File: config.mk
export PLATFORM = sky130hd
export DESIGN_NAME = mmio_timer
export DESIGN_NICKNAME = d
export VERILOG_FILES = /design/src/rtl/mmio_timer.sv
export SDC_FILE = /design/constraint.sdc
export NUM_CORES = 1
export LEC_CHECK = 0
export ABC_AREA = 1
export CORE_ASPECT_RATIO = 0.7
export CORE_UTILIZATION = 54
export CTS_CLUSTER_DIAMETER = 40
export DETAILED_ROUTE_END_ITERATION = 10
export HOLD_SLACK_MARGIN = 0.12
export PLACE_DENSITY = 0.81
export SLEW_MARGIN = 40
export SYNTH_ARGS = -nofsm -noshare
export SYNTH_HDL_FRONTEND = slang
export SYNTH_SLANG_ARGS = --single-unit
File: constraint.sdc
create_clock -name clk -period 2.1 [get_ports clk]
set_input_delay 0.42 -clock clk [delete_from_list [all_inputs] [get_ports clk]]
set_output_delay 0.42 -clock clk [all_outputs]
set_load 0.005 [all_outputs]
File: src/rtl/mmio_timer.sv
// Memory-mapped down-counting timer: prescaled tick, one-shot or auto-reload
// count, sticky expiry flag and a level interrupt. Bus responder beside the
// LED/switch/button ports; reads are combinational for the single-cycle core.
module mmio_timer #(
  parameter int unsigned WIDTH    = 64,
  parameter int unsigned PS_WIDTH = 16
) (
  input  logic             clk,
  input  logic             resetn,
  input  logic             sel,
  input  logic             memWrite,
  input  logic             memRead,
  input  logic [WIDTH-1:0] dataAddress,
  input  logic [WIDTH-1:0] writeData,
  output logic [WIDTH-1:0] readData,
  output logic             irq
);

  localparam logic [2:0] OffCtrl   = 3'd0;
  localparam logic [2:0] OffLoad   = 3'd1;
  localparam logic [2:0] OffCount  = 3'd2;
  localparam logic [2:0] OffStatus = 3'd3;
  localparam logic [2:0] OffPs     = 3'd4;

  logic                enable_q, enable_d;
  logic                auto_q, auto_d;
  logic                irq_en_q, irq_en_d;
  logic                expired_q, expired_d;
  logic [WIDTH-1:0]    load_q, load_d;
  logic [WIDTH-1:0]    count_q, count_d;
  logic [PS_WIDTH-1:0] prescale_q, prescale_d;
  logic [PS_WIDTH-1:0] ps_cnt_q, ps_cnt_d;

  logic [2:0] offset;
  logic       wr_en;
  logic       wr_ctrl, wr_load, wr_count, wr_status, wr_ps;
  logic       tick;
  logic       expire;

  // Only word offset bits take part in the decode.
  logic unused_addr;
  assign unused_addr = ^{dataAddress[WIDTH-1:6], dataAddress[2:0]};

  assign offset    = dataAddress[5:3];
  assign wr_en     = sel & memWrite;
  assign wr_ctrl   = wr_en && (offset == OffCtrl);
  assign wr_load   = wr_en && (offset == OffLoad);
  assign wr_count  = wr_en && (offset == OffCount);
  assign wr_status = wr_en && (offset == OffStatus);
  assign wr_ps     = wr_en && (offset == OffPs);

  assign tick   = enable_q && (ps_cnt_q == prescale_q);
  assign expire = tick && (count_q == '0);

  // Next-state for all registers; bus writes take priority over counting.
  always_comb begin
    enable_d   = enable_q;
    auto_d     = auto_q;
    irq_en_d   = irq_en_q;
    expired_d  = expired_q;
    load_d     = load_q;
    count_d    = count_q;
    prescale_d = prescale_q;
    ps_cnt_d   = ps_cnt_q;

    // Prescaler: held at 0 when disabled, restarted on a 0->1 enable write.
    if (wr_ctrl && writeData[0] && !enable_q) begin
      ps_cnt_d = '0;
    end else if (!enable_q || tick) begin
      ps_cnt_d = '0;
    end else begin
      ps_cnt_d = ps_cnt_q + 1'b1;
    end

    // Counter: a COUNT write wins over a same-cycle decrement or reload.
    if (wr_count) begin
      count_d = writeData;
    end else if (tick) begin
      if (count_q != '0) begin
        count_d = count_q - 1'b1;
      end else if (auto_q) begin
        count_d = load_q;
      end
    end

    // One-shot stops on expiry unless CTRL is written in the same cycle.
    if (wr_ctrl) begin
      enable_d = writeData[0];
      auto_d   = writeData[1];
      irq_en_d = writeData[2];
    end else if (expire && !auto_q) begin
      enable_d = 1'b0;
    end

    // Sticky flag: a new expiry beats a same-cycle W1C.
    if (expire) begin
      expired_d = 1'b1;
    end else if (wr_status && writeData[0]) begin
      expired_d = 1'b0;
    end

    if (wr_load) load_d = writeData;
    if (wr_ps)   prescale_d = writeData[PS_WIDTH-1:0];
  end

  // State registers with asynchronous active-low reset.
  always_ff @(posedge clk or negedge resetn) begin
    if (!resetn) begin
      enable_q   <= 1'b0;
      auto_q     <= 1'b0;
      irq_en_q   <= 1'b0;
      expired_q  <= 1'b0;
      load_q     <= '0;
      count_q    <= '0;
      prescale_q <= '0;
      ps_cnt_q   <= '0;
    end else begin
      enable_q   <= enable_d;
      auto_q     <= auto_d;
      irq_en_q   <= irq_en_d;
      expired_q  <= expired_d;
      load_q     <= load_d;
      count_q    <= count_d;
      prescale_q <= prescale_d;
      ps_cnt_q   <= ps_cnt_d;
    end
  end

  // Combinational read mux; returns 0 unless a selected read is in progress.
  always_comb begin
    readData = '0;
    if (sel && memRead) begin
      unique case (offset)
        OffCtrl:   readData = WIDTH'({irq_en_q, auto_q, enable_q});
        OffLoad:   readData = load_q;
        OffCount:  readData = count_q;
        OffStatus: readData = WIDTH'(expired_q);
        OffPs:     readData = WIDTH'(prescale_q);
        default:   readData = '0;
      endcase
    end
  end

  assign irq = expired_q & irq_en_q;

endmodule

**Word level (Yosys, flattened, before mapping)**

Index checks and enable logic that the tools add are counted.
W data, S select, Z words.

- Flip-flop bits (word level): 164
- Latch bits: 0
- Memory bits (writable): 0
- Bits in read-only memories: 0
- Bits of input ports: 133
- Output and inout port bits: 65
- Logic and storage cells: 52
- Memories: 0

- Add/subtract/negate cells: 2
- Multiply operators: 0
- Divide/modulo/power cells: 0
- Order comparisons: 0
- Equality and inequality tests: 5
- Shift-type cells: 0
- Multiplexer cells: 12
- Bitwise operators: 2
- Reduce and logical (&&, ||, !) cells: 23

Operators with widths:

| kind | number |
|---|---|
| $mux W64 | 5 |
| $pmux W64 S5 | 1 |
| $logic_not A64 Y1 | 1 |
| $reduce_bool A64 Y1 | 1 |
| $sub A64 B1 Y64 const B | 1 |
| $mux W16 | 2 |
| $add A16 B1 Y16 const B | 1 |
| $eq A16 B16 Y1 | 1 |
| $logic_and A1 B1 Y1 | 12 |
| $eq A3 B2 Y1 const B | 2 |
| $reduce_bool A2 Y1 | 3 |
| $mux W1 | 4 |
| $eq A3 B1 Y1 const B | 1 |
| $eq A3 B3 Y1 const B | 1 |
| $logic_not A3 Y1 | 1 |
| $reduce_bool A3 Y1 | 1 |
| $and A1 B1 Y1 | 2 |
| $logic_not A1 Y1 | 2 |
| $reduce_and A2 Y1 | 1 |
| $logic_or A1 B1 Y1 | 1 |

**Longest topological paths before layout**

Gate-level depths: netlist of the first run.

- Word-level depth: 6
- Mapped depth: 13
- Mapped depth without buffers: 13

**Worst setup path after synthesis of the first run**

No wires, ideal clock.

- Path kind: input port to output port
- Start point: input dataAddress[5]
- End point: output readData[43]
- Arrival: 1529 ps
- Data required time: 1680 ps
- Path slack: 151 ps
- Stages on the path: 7
- Buffers on the path: 2
- Path through: inv_2 nand3_2 inv_1 clkbuf_1 buf_1 nand2_1 a21oi_1

- Word-level cells in the longest chain between the ends: 3
- Elaborated cells between the ends (all ways): 7
- Classes of those cells: eq/ne (4); mux (2); reduce/logical (1)

RTL lines:

| item | RTL line | source |
|---|---|---|
| from (decl) | 13 | `input logic [WIDTH-1:0] dataAddress,` |
| $eq A3 B3 Y1, or another cell as far along | 133 | `unique case (offset)` |
| $pmux W64 S5 (*) | 133 |  |
| $mux W64 (*) | 132 | `if (sel && memRead) begin` |
| to (decl) | 15 | `output logic [WIDTH-1:0] readData,` |

Mark *: on every way between the ends. The rest lies on a longest branch, timed or not.

**Worst setup path in the final report of the first run**

- Start point: register count_q[0]
- End point: register count_q[28]

- Word-level cells in the longest chain between the ends: 4
- Elaborated cells between the ends (all ways): 7
- Classes of those cells: add/sub (1); mux (3); reduce/logical (3)

RTL lines:

| item | RTL line | source |
|---|---|---|
| from (decl) | 30 | `logic [WIDTH-1:0] count_q, count_d;` |
| from (signal assigned) | 123 | `count_q <= count_d;` |
| $sub A64 B1 Y64 / $reduce_bool A64 Y1 (equally long branches) | 80, 79 |  |
| $mux W64 | 79 | `if (count_q != '0) begin` |
| $mux W64 | 78 | `end else if (tick) begin` |
| $mux W64 | 76 | `if (wr_count) begin` |

Parallel ways exist; a longest one is shown, timed or not. The select of a mux whose other input is x is not followed.
A chain may end at the register's enable or synchronous reset.

==> metrics.txt, run 1 <==
status=finished with violations; failing checks=negative setup slack; CTS tree=yes; fin crit period=around 2100 ps; Iter 0 DRT Violations=1,878; CP startpoint kind=flip-flop; total CTS buffers=17; worst slew pin tran=651 ps; DRT antenna net count=0; chip height=between 100 and 150 um; Fin Clk Skew=just over 10 ps; delay-heaviest family, CP=simple AND/OR/NAND/NOR gates; placed insts=2,370; Req. time, crit path=between 2000 and 2500 ps; Clk pin slew, worst setup/hold paths=around 70 ps; Storage cell area=between 4000 and 5000 um2; synth warn=0; GRT Util Overall=between 40 and 50%; Congestion Overflow GR=0; vias in the first global route=between 10,000 and 15,000; CP max stage delay=slightly above 400 ps; Initial Util=55.4%; number of enable flip-flop cells after synthesis=0; Slowest cell on crit path=dfrtp_1; Tcrit/Tclk final=101%; CP Cell Sequence=inv_2 > ha_1 > buf_4 > nand2_1 > nor2_4 > nand2_1 > buf_4 > o21bai_1 > nand3_2 > nand3_2 > nand3_1 > nand2_1; CP Max Fanout=6; initial antenna violation count=0; Slew headroom=56.2%; drt pass-1 iters=6; Setup CP Type=reg2reg; Syn Std Cell Area=around 12,000 um2; Synth-to-Final Area Change=39.0%; Top Ports=198; Setup WS post-layout=-12.9 ps; clk root buf=clkbuf_16; total die area=21,900 um2; RSZ-0062 raised after global routing=yes; clock sinks=164; HP Class=in2async; number of diodes=0; CTS max path bufs=2; DRC viols=0; maxcap violations=0; I/O Buffers=roughly 140; RePlAce Congestion=roughly 0.98; most used cell, CP=nand2_1; syn_area_per_cell=approximately 6.3 um2; Die Wd=177 um; H-tree depth=4; Fin. Hold Viols=0; worst path bufs/invs=3; CP startpoint=count_q[0]$_DFFE_PN0P_; layout cells sized above 1=about a fifth; pwr dens=slightly below 1000 nW/um2; fin cells=around 2,400; post-synth net total=1,958; Seq/Total Area, Yosys=a little over a third; #FFs+latches synth=about 160; post-synthesis cell count=roughly 1,800; fill count=roughly 1,600; DR vias=approximately 14,000; first-pass GRT wire length=approximately 70 mm; Final setup viols=2; launching point of the worst reg2reg path=count_q[0]$_DFFE_PN0P_; top_reg_cell synth=dfrtp_1; max-slew violation count=0; final wirelength=45.1 mm; crit end category=flip-flop; Max rail drop VDD=approximately 0.57 mV; row count=44; asr flop ratio synth=100%; Via density=approximately 5.7; nets=about 2,300; worst skew pair latency=between 400 and 500 ps; hold_ws=slightly below 500 ps; WL per Instance=between 15 and 20 um; area of the multi-input gates=roughly 6500 um2; fmax=473 MHz; core region area=20,800 um2; Yosys cell types=between 40 and 50; Critical Path AT=~2500 ps; Static Leak=a little over 0.008 uW; Post-DP HPWL=a little over 30 mm; largest net degree at the start of global routing=between 60 and 70
state kept, by name (all words and copies together) (netlist names):
| register | flops |
|---|---|
| irq_en_q | 1 |
| count_q | 64 |
| enable_q | 1 |
| prescale_q | 16 |
| load_q | 64 |
| auto_q | 1 |
| expired_q | 1 |
| ps_cnt_q | 16 |
cells in the mapped netlist, types with 2 or more instances:
| master | instances | area, um2 |
|---|---|---|
| buf_4 | 5 | 37.5 |
| nor4_1 | 2 | 12.5 |
| buf_2 | 13 | 65.1 |
| buf_1 | 8 | 30.0 |
| o21bai_1 | 2 | 15.0 |
| nand3_1 | 137 | 686 |
| nor2_4 | 13 | 146 |
| o221ai_1 | 13 | 114 |
| nor2_2 | 12 | 75.1 |
| buf_6 | 6 | 67.6 |
| nand4_1 | 33 | 206 |
| a221oi_1 | 2 | 17.5 |
| nand3b_1 | 17 | 128 |
| o22ai_1 | 4 | 25.0 |
| nor3_1 | 8 | 40.0 |
| ha_1 | 3 | 37.5 |
| clkbuf_1 | 40 | 150 |
| xnor2_1 | 4 | 35.0 |
| nand2_1 | 651 | 2440 |
| xor2_1 | 20 | 175 |
| o21ai_0 | 97 | 485 |
| nand2_2 | 4 | 25.0 |
| dfrtp_1 | 164 | 4100 |
| nand2_4 | 4 | 45.0 |
| inv_1 | 229 | 860 |
| inv_2 | 9 | 33.8 |
| nor2_1 | 212 | 796 |
| mux2_2 | 9 | 101 |
| a21oi_1 | 89 | 445 |
per-layer routing:
| metal | track usage [%] | share of wire [%] | up-vias |
|---|---|---|---|
| met3 | 12.3 | 13 | 117 |
| met5 | 2.31 | 0.15 | - |
| met1 | 59.2 | 42 | 6495 |
| met2 | 58.5 | 42 | 908 |
| met4 | 13.2 | 2.8 | 2 |
| li1 | - | - | 6384 |
worst paths after layout:
kind                                                end  slack [ps]  depth (start not counted)
worst max-delay path            count_q[28]$_DFFE_PN0P_         -10                         12
worst min-delay path              ps_cnt_q[0]$_DFF_PN0_         480                          2
worst max register to register  count_q[28]$_DFFE_PN0P_         -10                         12
worst min register to register    load_q[7]$_DFFE_PN0P_         510                          2
max in group asynchronous        count_q[2]$_DFFE_PN0P_         980                          3
min in group clk                  load_q[7]$_DFFE_PN0P_         510                          2
cells in the final DEF (no fill, tap or decap), types with 7 or more instances in the layout:
master / count
buf_4: 192
buf_2: 26
inv_1: 218
dlygate4sd2_1: 13
clkdlybuf4s50_1: 66
nand2_2: 11
buf_6: 17
mux2_2: 9
a21oi_2: 13
nor2_4: 19
buf_12: 30
o221ai_1: 7
nor2_1: 188
xor2_1: 20
dfrtp_1: 164
clkdlybuf4s15_1: 11
clkbuf_2: 13
nand3_1: 131
a21oi_1: 76
clkbuf_16: 18
o21ai_0: 94
inv_2: 17
nand2_1: 642
nand4_1: 33
nand3b_1: 17
nor2_2: 30
cell families (layout without fill, tap and decap cells):
kind of cell | after synthesis | after routing | share of synthesized area (%)
muxes | 9 | 9 | 0.879
AOI/OAI and AO/OA | 209 | 209 | 9.70
and+or+nand+nor | 1102 | 1102 | 40.8
xor gates and xnor gates | 24 | 24 | 1.82
adders and majority gates | 3 | 3 | 0.326
buffers and inverters | 311 | 653 | 10.8
DFF | 164 | 164 | 35.6
through the flow:
stage / area (um2) / setup WS, ps / TNS, ps / utilization (%) / total power, uW
floorplan: 11500 / 151 / 0 / - / 8500
global placement: 14800 / -633 / -67100 / 70.9 / 11400
detailed placement: 14800 / -698 / -70000 / 71.0 / 11600
CTS: 15800 / -15.7 / -89.3 / 75.9 / 15000
global route: 16000 / -76.3 / -1470 / 77.0 / 16400
finish: 16000 / -12.9 / -17.7 / 77.0 / 15500
where the power goes:
part / switching, uW / internal, uW / total [uW]
clock network: 1490 / 1700 / 3190
registers: 802 / 4100 / 4900
logic: 4480 / 2960 / 7450
what timing repair did:
item	in CTS	in global routing
gates cloned	5	2
pin swaps	35	23
hold endpoints to repair	39	0
endpoints found under the setup margin	89	119
resized for setup	213	114
hold buffers	1	0
buffers inserted	26	6
final cells by class:
type	count	area share, %
clock buffers	18	2.74
clock inverters	14	0.866
inverters	239	5.65
multi-input cells	1347	40.6
flip-flops and latches	164	25.6
well taps	276	2.15
repair buffers	382	22.4
(Power assumes the default switching activity.)
==> inputs of run 2 (changes only) <==
--- a/config.mk
+++ b/config.mk
@@ -8,6 +8,7 @@
 export ABC_AREA = 1
 export CORE_ASPECT_RATIO = 0.7
 export CORE_UTILIZATION = 54
+export CTS_BUF_LIST = sky130_fd_sc_hd__clkbuf_8 sky130_fd_sc_hd__clkbuf_16
 export CTS_CLUSTER_DIAMETER = 40
 export DETAILED_ROUTE_END_ITERATION = 10
 export HOLD_SLACK_MARGIN = 0.12
==> results of run 2 <==
Final layout, timing and power as in run 1 (identical DEF).
